**src/rtl/pong_game_ctrl_pkg.sv**
```systemverilog
// Shared types and constants for the Pong design: FSM state encoding,
// score type, play-field resolution and the speed-ramp helper.
package pong_pkg;

  localparam int unsigned X_RES = 800;
  localparam int unsigned Y_RES = 600;

  typedef logic [3:0] score_t;

  typedef enum logic [2:0] {
    ST_IDLE       = 3'd0,
    ST_SERVE_WAIT = 3'd1,
    ST_PLAY       = 3'd2,
    ST_PAUSED     = 3'd3,
    ST_POINT      = 3'd4,
    ST_GAME_OVER  = 3'd5
  } game_state_t;

  // Saturating speed step; the compare is done wide so a step larger than
  // the current divisor clamps to the floor instead of wrapping.
  function automatic logic [15:0] ticks_step(input logic [15:0] cur,
                                             input int unsigned step,
                                             input int unsigned floor_v);
    if (32'(cur) >= step + floor_v) return cur - 16'(step);
    return 16'(floor_v);
  endfunction

endpackage

```
**src/rtl/pong_game_ctrl_if.sv**
```systemverilog
// Signal bundle between the game sequencer and the ball/paddle/display side.
interface pong_game_ctrl_if;
  import pong_pkg::*;

  logic        start;
  logic        pause;
  logic        hit;
  logic        miss_left;
  logic        miss_right;
  logic        game_on;
  logic        serve;
  logic        serve_dir;
  logic [15:0] ticks_per_px;
  score_t      score_left;
  score_t      score_right;
  logic        game_over;
  logic        winner;
  logic [2:0]  state;

  modport slave (
    input  start, pause, hit, miss_left, miss_right,
    output game_on, serve, serve_dir, ticks_per_px, score_left, score_right,
           game_over, winner, state
  );

  modport master (
    output start, pause, hit, miss_left, miss_right,
    input  game_on, serve, serve_dir, ticks_per_px, score_left, score_right,
           game_over, winner, state
  );

endinterface

```
**src/rtl/pong_game_ctrl_edge_detect.sv**
```systemverilog
// Rising-edge detector for a level button; the history register resets high
// so a button held through reset does not register a press.
module edge_detect (
  input  logic clk,
  input  logic reset,
  input  logic d_i,
  output logic rise_o
);

  logic prev_q;

  always_ff @(posedge clk) begin
    if (!reset) prev_q <= 1'b1;
    else        prev_q <= d_i;
  end

  assign rise_o = d_i & ~prev_q;

endmodule

```
**src/rtl/pong_game_ctrl.sv**
```systemverilog
// Pong match sequencer: serve timing, scoring, pause handling and the
// rally speed ramp that drives paddles and ball.
module pong_game_ctrl
  import pong_pkg::*;
#(
  parameter int unsigned SERVE_DELAY   = 25_000_000,
  parameter int unsigned WIN_SCORE     = 7,
  parameter int unsigned TICKS_START   = 50,
  parameter int unsigned TICKS_MIN     = 10,
  parameter int unsigned TICKS_STEP    = 5,
  parameter int unsigned HITS_PER_STEP = 4
) (
  input  logic             clk,
  input  logic             reset,
  pong_game_ctrl_if.slave  bus
);

  localparam int unsigned DW = (SERVE_DELAY > 1) ? $clog2(SERVE_DELAY) : 1;
  localparam int unsigned HW = (HITS_PER_STEP > 1) ? $clog2(HITS_PER_STEP) : 1;
  localparam logic [DW-1:0] DELAY_LOAD = DW'(SERVE_DELAY - 1);
  localparam score_t        WIN        = score_t'(WIN_SCORE);
  localparam logic [15:0]   TSTART     = 16'(TICKS_START);

  game_state_t   state_q, state_d;
  logic [DW-1:0] delay_q, delay_d;
  logic [HW-1:0] hits_q, hits_d;
  logic [15:0]   ticks_q, ticks_d;
  score_t        score_l_q, score_l_d;
  score_t        score_r_q, score_r_d;
  logic          dir_q, dir_d;
  logic          serve_q, serve_d;
  logic          winner_q, winner_d;

  logic start_rise, pause_rise;

  edge_detect u_start_edge (
    .clk    (clk),
    .reset  (reset),
    .d_i    (bus.start),
    .rise_o (start_rise)
  );

  edge_detect u_pause_edge (
    .clk    (clk),
    .reset  (reset),
    .d_i    (bus.pause),
    .rise_o (pause_rise)
  );

  always_comb begin
    state_d   = state_q;
    delay_d   = delay_q;
    hits_d    = hits_q;
    ticks_d   = ticks_q;
    score_l_d = score_l_q;
    score_r_d = score_r_q;
    dir_d     = dir_q;
    winner_d  = winner_q;
    serve_d   = 1'b0;

    case (state_q)
      ST_IDLE, ST_GAME_OVER: begin
        if (start_rise) begin
          score_l_d = '0;
          score_r_d = '0;
          ticks_d   = TSTART;
          hits_d    = '0;
          dir_d     = 1'b0;
          delay_d   = DELAY_LOAD;
          state_d   = ST_SERVE_WAIT;
        end
      end

      ST_SERVE_WAIT: begin
        if (delay_q == '0) begin
          state_d = ST_PLAY;
          serve_d = 1'b1;
        end else begin
          delay_d = delay_q - DW'(1);
        end
      end

      ST_PLAY: begin
        // A miss outranks a hit or pause in the same cycle; both misses is a let.
        if (bus.miss_left || bus.miss_right) begin
          if (bus.miss_left && !bus.miss_right) begin
            score_r_d = score_r_q + score_t'(1);
            dir_d     = 1'b1;
          end else if (bus.miss_right && !bus.miss_left) begin
            score_l_d = score_l_q + score_t'(1);
            dir_d     = 1'b0;
          end
          state_d = ST_POINT;
        end else begin
          if (bus.hit) begin
            if (32'(hits_q) + 32'd1 >= HITS_PER_STEP) begin
              hits_d  = '0;
              ticks_d = ticks_step(ticks_q, TICKS_STEP, TICKS_MIN);
            end else begin
              hits_d = hits_q + HW'(1);
            end
          end
          if (pause_rise) state_d = ST_PAUSED;
        end
      end

      ST_PAUSED: begin
        if (pause_rise) state_d = ST_PLAY;
      end

      ST_POINT: begin
        if (score_l_q == WIN || score_r_q == WIN) begin
          state_d  = ST_GAME_OVER;
          winner_d = (score_r_q == WIN);
        end else begin
          ticks_d = TSTART;
          hits_d  = '0;
          delay_d = DELAY_LOAD;
          state_d = ST_SERVE_WAIT;
        end
      end

      default: state_d = ST_IDLE;
    endcase
  end

  always_ff @(posedge clk) begin
    if (!reset) begin
      state_q   <= ST_IDLE;
      delay_q   <= '0;
      hits_q    <= '0;
      ticks_q   <= TSTART;
      score_l_q <= '0;
      score_r_q <= '0;
      dir_q     <= 1'b0;
      serve_q   <= 1'b0;
      winner_q  <= 1'b0;
    end else begin
      state_q   <= state_d;
      delay_q   <= delay_d;
      hits_q    <= hits_d;
      ticks_q   <= ticks_d;
      score_l_q <= score_l_d;
      score_r_q <= score_r_d;
      dir_q     <= dir_d;
      serve_q   <= serve_d;
      winner_q  <= winner_d;
    end
  end

  assign bus.game_on      = (state_q == ST_PLAY);
  assign bus.game_over    = (state_q == ST_GAME_OVER);
  assign bus.serve        = serve_q;
  assign bus.serve_dir    = dir_q;
  assign bus.ticks_per_px = ticks_q;
  assign bus.score_left   = score_l_q;
  assign bus.score_right  = score_r_q;
  assign bus.winner       = winner_q;
  assign bus.state        = state_q;

endmodule

```
**src/flat_wrapper.sv**
```systemverilog
// flat-port wrapper written by rule: the top's interface ports become plain ports
module pong_game_ctrl_flat import pong_pkg::*;
#(
  parameter int unsigned SERVE_DELAY   = 25_000_000,
  parameter int unsigned WIN_SCORE     = 7,
  parameter int unsigned TICKS_START   = 50,
  parameter int unsigned TICKS_MIN     = 10,
  parameter int unsigned TICKS_STEP    = 5,
  parameter int unsigned HITS_PER_STEP = 4
)
  (clk, reset, bus_start, bus_pause, bus_hit, bus_miss_left, bus_miss_right, bus_game_on, bus_serve, bus_serve_dir, bus_ticks_per_px, bus_score_left, bus_score_right, bus_game_over, bus_winner, bus_state);
  pong_game_ctrl_if bus_i ();
  input  logic clk;
  input  logic reset;
  input wire logic [$bits(bus_i.start)-1:0] bus_start;
  input wire logic [$bits(bus_i.pause)-1:0] bus_pause;
  input wire logic [$bits(bus_i.hit)-1:0] bus_hit;
  input wire logic [$bits(bus_i.miss_left)-1:0] bus_miss_left;
  input wire logic [$bits(bus_i.miss_right)-1:0] bus_miss_right;
  output wire logic [$bits(bus_i.game_on)-1:0] bus_game_on;
  output wire logic [$bits(bus_i.serve)-1:0] bus_serve;
  output wire logic [$bits(bus_i.serve_dir)-1:0] bus_serve_dir;
  output wire logic [$bits(bus_i.ticks_per_px)-1:0] bus_ticks_per_px;
  output wire logic [$bits(bus_i.score_left)-1:0] bus_score_left;
  output wire logic [$bits(bus_i.score_right)-1:0] bus_score_right;
  output wire logic [$bits(bus_i.game_over)-1:0] bus_game_over;
  output wire logic [$bits(bus_i.winner)-1:0] bus_winner;
  output wire logic [$bits(bus_i.state)-1:0] bus_state;
  assign bus_i.start = bus_start;
  assign bus_i.pause = bus_pause;
  assign bus_i.hit = bus_hit;
  assign bus_i.miss_left = bus_miss_left;
  assign bus_i.miss_right = bus_miss_right;
  assign bus_game_on = bus_i.game_on;
  assign bus_serve = bus_i.serve;
  assign bus_serve_dir = bus_i.serve_dir;
  assign bus_ticks_per_px = bus_i.ticks_per_px;
  assign bus_score_left = bus_i.score_left;
  assign bus_score_right = bus_i.score_right;
  assign bus_game_over = bus_i.game_over;
  assign bus_winner = bus_i.winner;
  assign bus_state = bus_i.state;
  pong_game_ctrl #(.SERVE_DELAY(SERVE_DELAY), .WIN_SCORE(WIN_SCORE), .TICKS_START(TICKS_START), .TICKS_MIN(TICKS_MIN), .TICKS_STEP(TICKS_STEP), .HITS_PER_STEP(HITS_PER_STEP)) u_core (.clk(clk), .reset(reset), .bus(bus_i));
endmodule
```
**config.mk**
```make
export PLATFORM = sky130hd
export DESIGN_NAME = pong_game_ctrl_flat
export DESIGN_NICKNAME = d
export VERILOG_FILES = /design/src/rtl/pong_game_ctrl_pkg.sv /design/src/rtl/pong_game_ctrl_if.sv /design/src/rtl/pong_game_ctrl_edge_detect.sv /design/src/rtl/pong_game_ctrl.sv /design/src/flat_wrapper.sv
export SDC_FILE = /design/constraint.sdc
export NUM_CORES = 1
export LEC_CHECK = 0
export BUFFER_PORTS_ARGS = -buffer_cell sky130_fd_sc_hd__buf_2
export CELL_PAD_IN_SITES_DETAIL_PLACEMENT = 0
export CELL_PAD_IN_SITES_GLOBAL_PLACEMENT = 1
export CORE_ASPECT_RATIO = 0.75
export CORE_MARGIN = 8
export CORE_UTILIZATION = 40
export CTS_BUF_LIST = sky130_fd_sc_hd__clkbuf_4 sky130_fd_sc_hd__clkbuf_8 sky130_fd_sc_hd__clkbuf_16
export CTS_CLUSTER_DIAMETER = 30
export DETAILED_ROUTE_END_ITERATION = 12
export PLACE_DENSITY_LB_ADDON = 0.1
export REMOVE_ABC_BUFFERS = 1
export SLEW_MARGIN = 10
export SYNTH_ARGS = -nofsm -noshare
export SYNTH_HDL_FRONTEND = slang
export SYNTH_SLANG_ARGS = --single-unit
```
**constraint.sdc**
```tcl
create_clock -name clk -period 2.2 [get_ports clk]
set_input_delay 0.44 -clock clk [delete_from_list [all_inputs] [get_ports clk]]
set_output_delay 0.44 -clock clk [all_outputs]
set_load 0.02 [all_outputs]
```
-- After elaboration in Yosys (flattened, before gate mapping)
Cells that the tools add are included.
- input bits: 7
- register bits after elaboration: 59
- reductions and logical operators: 21
- equal/unequal tests: 21
- $lt $le $gt $ge: 2
- bitwise operators: 4
- $add $sub $neg: 6
- multiplexer cells: 44
- operators by type and width (operator ; count):
    16-bit two-way mux ; 7
    25-bit two-way mux ; 3
    25-bit one-hot mux with 3 select lines ; 1
    16-bit one-hot mux with 3 select lines ; 1
    32-bit by 3-bit greater-or-equal comparator with 1-bit output, second input constant ; 1
    25-bit logical NOT ; 1
    25-bit by 1-bit subtractor with 25-bit output, second input constant ; 1
    4-bit two-way mux ; 6
    3-bit two-way mux ; 6
    16-bit by 4-bit greater-or-equal comparator with 1-bit output, second input constant ; 1
    4-bit one-hot mux with 2 select lines ; 2
    4-bit AND reduction ; 4
    16-bit by 3-bit subtractor with 16-bit output, second input constant ; 1
    3-bit one-hot mux with 5 select lines ; 1
    2-bit by 1-bit != test with 1-bit output, second input constant ; 7
    1-bit two-way mux ; 10
    2-bit two-way mux ; 5
    2-bit != test, second input constant ; 5
    5-bit AND reduction ; 2
    4-bit by 1-bit adder with 4-bit output, second input constant ; 2
    4-bit by 3-bit equality test with 1-bit output, second input constant ; 2
    3-bit by 2-bit equality test with 1-bit output, second input constant ; 2
    3-bit equality test, second input constant ; 2
    3-bit by 1-bit != test with 1-bit output, second input constant ; 2
    other kinds (16) ; 23

-- Longest topological paths before layout
- depth after elaboration: 11
- mapped depth: 9
- gate-level depth less buffers: 7

-- By module
A second synthesis with hierarchy kept.
- cell total of the unflattened synthesis: 360
- area total of the unflattened synthesis: 3115.5 um^2
- modules (own cells, without submodules) (module ; cells an instance ; times used ; sequential area each (um^2) ; area an instance (um^2)):
    pong_game_ctrl ; 354 ; 1 ; 1141.1 ; 3035.4
    edge_detect ; 3 ; 2 ; 20.0 ; 40.0

-- Worst setup path after synthesis
No wires, ideal clock.
- path type: register to register
- from: register u_core.ticks_q[6] (netlist: u_core.bus.ticks_per_px[6])
- to: register u_core.ticks_q[0] (netlist: u_core.bus.ticks_per_px[0])
- path slack: -0.188 ns
- arrival: 2.271 ns
- stages on the path, launching flop included: 8
- library setup time: 0.117 ns
- period minus slack after synthesis: 2.388 ns
- path through: dfxtp_1 > or4_1 > or4_1 > clkbuf_1 > and2_1 > o21ai_1 > buf_2 > nor2_1
- longest elaborated chain between the ends: 11
- RTL lines (what ; line ; source):
    start, declared ; pong_game_ctrl.sv:27 ; logic [15:0] ticks_q, ticks_d;
    start signal, assigned ; pong_game_ctrl.sv:142 ; ticks_q <= ticks_d;
    16-bit by 4-bit greater-or-equal comparator with 1-bit output ; pong_game_ctrl_pkg.sv:24 ; if (32'(cur) >= step + floor_v) return cur - 16'(step);
    1-bit two-way mux ; pong_game_ctrl_pkg.sv:24 ;
    1-bit two-way mux ; pong_game_ctrl.sv:96 ; if (32'(hits_q) + 32'd1 >= HITS_PER_STEP) begin
    1-bit two-way mux ; pong_game_ctrl.sv:95 ; if (bus.hit) begin
    1-bit two-way mux ; pong_game_ctrl.sv:85 ; if (bus.miss_left || bus.miss_right) begin
    1-bit two-way mux ; pong_game_ctrl.sv:61 ; case (state_q)
    16-bit two-way mux ; pong_game_ctrl_pkg.sv:25 ; return 16'(floor_v);
    16-bit two-way mux ; pong_game_ctrl.sv:96 ;
    16-bit two-way mux ; pong_game_ctrl.sv:95 ;
    16-bit two-way mux ; pong_game_ctrl.sv:85 ;
    16-bit one-hot mux with 3 select lines ; pong_game_ctrl.sv:61 ;
No other way between the ends. The select of a mux whose other input is x is not followed.
A chain may end at the register's enable or synchronous reset.

-- Worst setup path after layout
- from: register u_core.delay_q[22]
- to: register u_core.delay_q[18]
- longest elaborated chain between the ends: 3
- RTL lines (what ; line ; source):
    start, declared ; pong_game_ctrl.sv:25 ; logic [DW-1:0] delay_q, delay_d;
    start signal, assigned ; pong_game_ctrl.sv:140 ; delay_q <= delay_d;
    25-bit logical NOT ; pong_game_ctrl.sv:75 ; if (delay_q == '0) begin
    2-bit != test (no source line) ; n/a ;
    4-bit AND reduction (no source line) ; n/a ;
No other way between the ends.

==> summary.txt <==
Detailed routing
  – Routed wire length per instance: around 16 µm
  – Number of violations reported at the end of detailed-routing iteration 0: around 200
  – Final wirelength: between 9000 and 10000 µm
  – Via count: ~3200
  – First-pass DRT Iterations: 4
  – Residual antenna-violating net count after detailed routing: 0
  – DRC Markers: 0
  – Avg Vias per Cell: ~5.5

Pwr
  – Cell area power density: between 1000 and 1500 mW/mm²
  – Leakage power summed over all cells: around 1.8 nW
  – Share of power burned in the clock network: ~16%
  – Switching portion of total power: slightly above 40%
  – Internal power consumption: 3.60 mW
  – Worst vdd ir: 0.682 mV
  – Power consumption: a little over 6 mW
  – Proportion of power drawn by flip-flops and latches: 25.3%
  – Comb pwr share: between 50% and 60%
  – P_sw: approximately 2.5 mW

Global route
  – Global route total overflow: 0
  – Via count of the first global-routing pass: approximately 3100
  – Number of antenna violations at the first check in global routing: 0
  – Maximum number of pins on one net before global-route repair: 24
  – GRT Resource Usage Total: between 15 and 20%
  – Wire length of the first global-routing pass: 15500 µm

Finish
  – Combined area of the multi-input logic cells: roughly 0.0021 mm²
  – Leading cell type in the layout, fill and taps excluded: sky130_fd_sc_hd__buf_4
  – Most used cells in the layout excluding fill and tap cells: sky130_fd_sc_hd__buf_4 (62), sky130_fd_sc_hd__dfxtp_1 (50), sky130_fd_sc_hd__buf_2 (38), sky130_fd_sc_hd__nor2_1 (23), sky130_fd_sc_hd__a21oi_1 (22)
  – Number of nets in the final layout: 491
  – Total of fill cells in the finished design: just under 800
  – Antenna Diode Count: 0
  – Final core utilization: between 50% and 60%
  – Area growth, synth to finish: 34.8%
  – Sequential cell area: between 0.001 and 0.0015 mm²
  – Layout cell share with drive strength beyond 1: between 30% and 40%

Timing
  – Clock skew after layout: 0.00482 ns
  – Final worst path period share: 106%
  – RSZ-0062 raised after global routing: yes
  – Timing-limited maximum frequency: about 0.43 GHz
  – Crit path time final: 2.33 ns
  – Final setup margin: -0.132 ns
  – Actual transition at the worst max-transition pin: 0.411 ns
  – Setup total negative slack: -1.68 ns
  – Worst-case headroom to the max-slew limit: approximately 72%
  – Number of max-slew violations in the final report: 0
  – Hold Fails Final Rpt: 0
  – Number of setup violations in the final report: 22

Critical path
  – Worst Path Buf+Inv: 1
  – Arrival time reported for the critical path endpoint: 2.57 ns
  – Setup crit end kind: register
  – Required time at the endpoint of the critical path: 2.44 ns
  – Worst Setup Path Type: reg2reg
  – CP max stage delay: 0.61 ns
  – Worst-path cell with the longest stage delay: sky130_fd_sc_hd__or4_4
  – Gate family responsible for the most delay along the worst path: simple AND/OR/NAND/NOR gates
  – CP Max Fanout: 17
  – Kind of launch point of the worst setup path: register
  – Critical path cell sequence: or4_4 > or4_4 > o2111ai_4 > buf_12 > nor4_2 > o31a_1
  – Cell repeated most along the worst path: sky130_fd_sc_hd__or4_4

Floorplan
  – Vertical die dimension: 94.4 µm
  – Die X: 120 µm
  – Starting density of the core: between 40 and 50%
  – Rows: 28
  – Area of the core: around 0.0079 mm²
  – Area enclosed by the die boundary: around 0.011 mm²
  – Boundary Pins: 39

Yosys
  – Share of synthesized area occupied by flip-flops and latches: 36.1%
  – Synth unique cells: 66
  – Syn Area/Cell: just under 9 µm²
  – Number of enable-type register cells in the synthesized netlist: 0
  – Netlist area before placement: roughly 0.0033 mm²
  – Largest cells by area after synthesis: sky130_fd_sc_hd__dfxtp_1 (36%), sky130_fd_sc_hd__or4_1 (6.4%), sky130_fd_sc_hd__o31ai_1 (4.6%), sky130_fd_sc_hd__a21oi_1 (3.8%), sky130_fd_sc_hd__ha_1 (3.8%)
  – Number of cells produced by synthesis: approximately 370
  – Ys async rst share: 0%
  – Top cell type by total area after synthesis: sky130_fd_sc_hd__dfxtp_1
  – Area share of the largest cell type after synthesis: a little over a third
  – Number of storage elements in the synthesis netlist: 59
  – Most used DFF post-synth: sky130_fd_sc_hd__dfxtp_1
  – Warnings, synthesis: 0

CTS
  – Clock Root Buffer: sky130_fd_sc_hd__clkbuf_8
  – Clock transition at path regs: 0.07 ns
  – Count of H-tree levels built during CTS: 3
  – Insertion delay to the later sink of the worst-skew pair: between 0.3 and 0.4 ns
  – Number of buffers added by the clock tree synthesis step: 9
  – CTS Hold Bufs: 0
  – TritonCTS clock tree: built
  – CTS Sinks: 59
  – Maximum clock path buffer count: 2

Outcome
  – Result of the run: finished with violations
  – Violated checks: negative setup slack

Place
  – Worst slack after detailed placement: -0.167 ns
  – Gp weighted congestion: 0.750
  – Count of input and output buffers: 38
  – Dpl hpwl: approximately 6600 µm

Min path
  – Hold Path Class: in2reg

Job
  – MaxCap Viol Count: 0
-- final cells by class --
class,instances,area share (%)
Clock buffer,13,3.91
Clock inverter,2,0.227
Inverter,15,1.28
Multi-Input combinational cell,280,46.9
Sequential cell,59,27.0
Tap cell,105,2.98
Timing Repair Buffer,109,17.7
-- power groups by stage --
stage	Sequential (mW)	Clock [mW]	Combinational [mW]
after floorplan	1.64	0	1.72
after global placement	1.53	0	2.96
after detailed placement	1.54	0	3.01
after CTS	1.53	0.981	3.33
after global routing	1.59	1.04	3.95
final	1.55	0.949	3.64
-- kinds of logic (layout without fill, tap and decap cells) --
logic type,count (synthesis),after routing,share of synthesized area (%)
compound gates,96,96,19.9
fa+ha+maj,11,11,4.13
simple gates,158,158,30.3
mux,5,5,1.53
buf+inv,35,139,5.39
flops,59,59,36.1
xor+xnor,10,10,2.68
-- final timing paths --
path	cells after the start	endpoint	slack [ns]	start
max	6	u_core.delay_q[18]$_SDFFE_PN0P_	-0.13	u_core.delay_q[22]$_SDFFE_PN0P_
min	2	u_core.u_pause_edge.prev_q$_SDFF_PN1_	0.29	bus_pause
max reg2reg	6	u_core.delay_q[18]$_SDFFE_PN0P_	-0.13	u_core.delay_q[22]$_SDFFE_PN0P_
min reg2reg	2	u_core.hits_q[1]$_SDFFE_PN0P_	0.46	u_core.hits_q[1]$_SDFFE_PN0P_
-- what timing repair did --
item / CTS / global route
cloned: 2 / 0
endpoints found under the setup margin: 27 / 35
buffers inserted: 9 / 2
pin swaps: 14 / 18
gates resized for setup: 19 / 32
-- cells in the mapped netlist (all sizes together), types with 6 or more instances --
cell / number
dfxtp: 59
or4: 31
a21oi: 25
nor2: 24
o31ai: 20
or3: 18
nand2: 16
a31oi: 15
inv: 15
clkbuf: 11
o21ai: 11
ha: 10
buf: 9
nand3: 9
nor4: 7
xor2: 7
nand4: 6
nor2b: 6
or2: 6
-- routing by layer --
metal	track usage [%]	share of wire (%)	wire length [µm]
met1	23.0	51	4850
met2	25.0	43	4020
met3	4.83	4.7	447
met4	5.70	1.3	126
met5	0	0	0
-- registers in the layout (all words and copies together) (netlist names) --
signal / flops
u_core.delay_q: 25
u_core.bus.ticks_per_px: 16
u_core.bus.score_left: 4
u_core.bus.score_right: 4
u_core.bus.state: 3
u_core.hits_q: 2
u_core.bus.serve: 1
u_core.bus.serve_dir: 1
u_core.bus.winner: 1
u_core.u_pause_edge.prev_q: 1
u_core.u_start_edge.prev_q: 1
-- through the flow --
step / std cells / hold slack [ns] / area (µm²)
after CTS: 582 / 0.275 / 4300
after detailed placement: 556 / 0.452 / 3940
after global routing: 583 / 0.277 / 4410
final: 583 / 0.290 / 4410
after floorplan: 354 / 0.436 / 3150
after global placement: 556 / 0.444 / 3940
No activity file was read; power rests on OpenSTA's default activity.
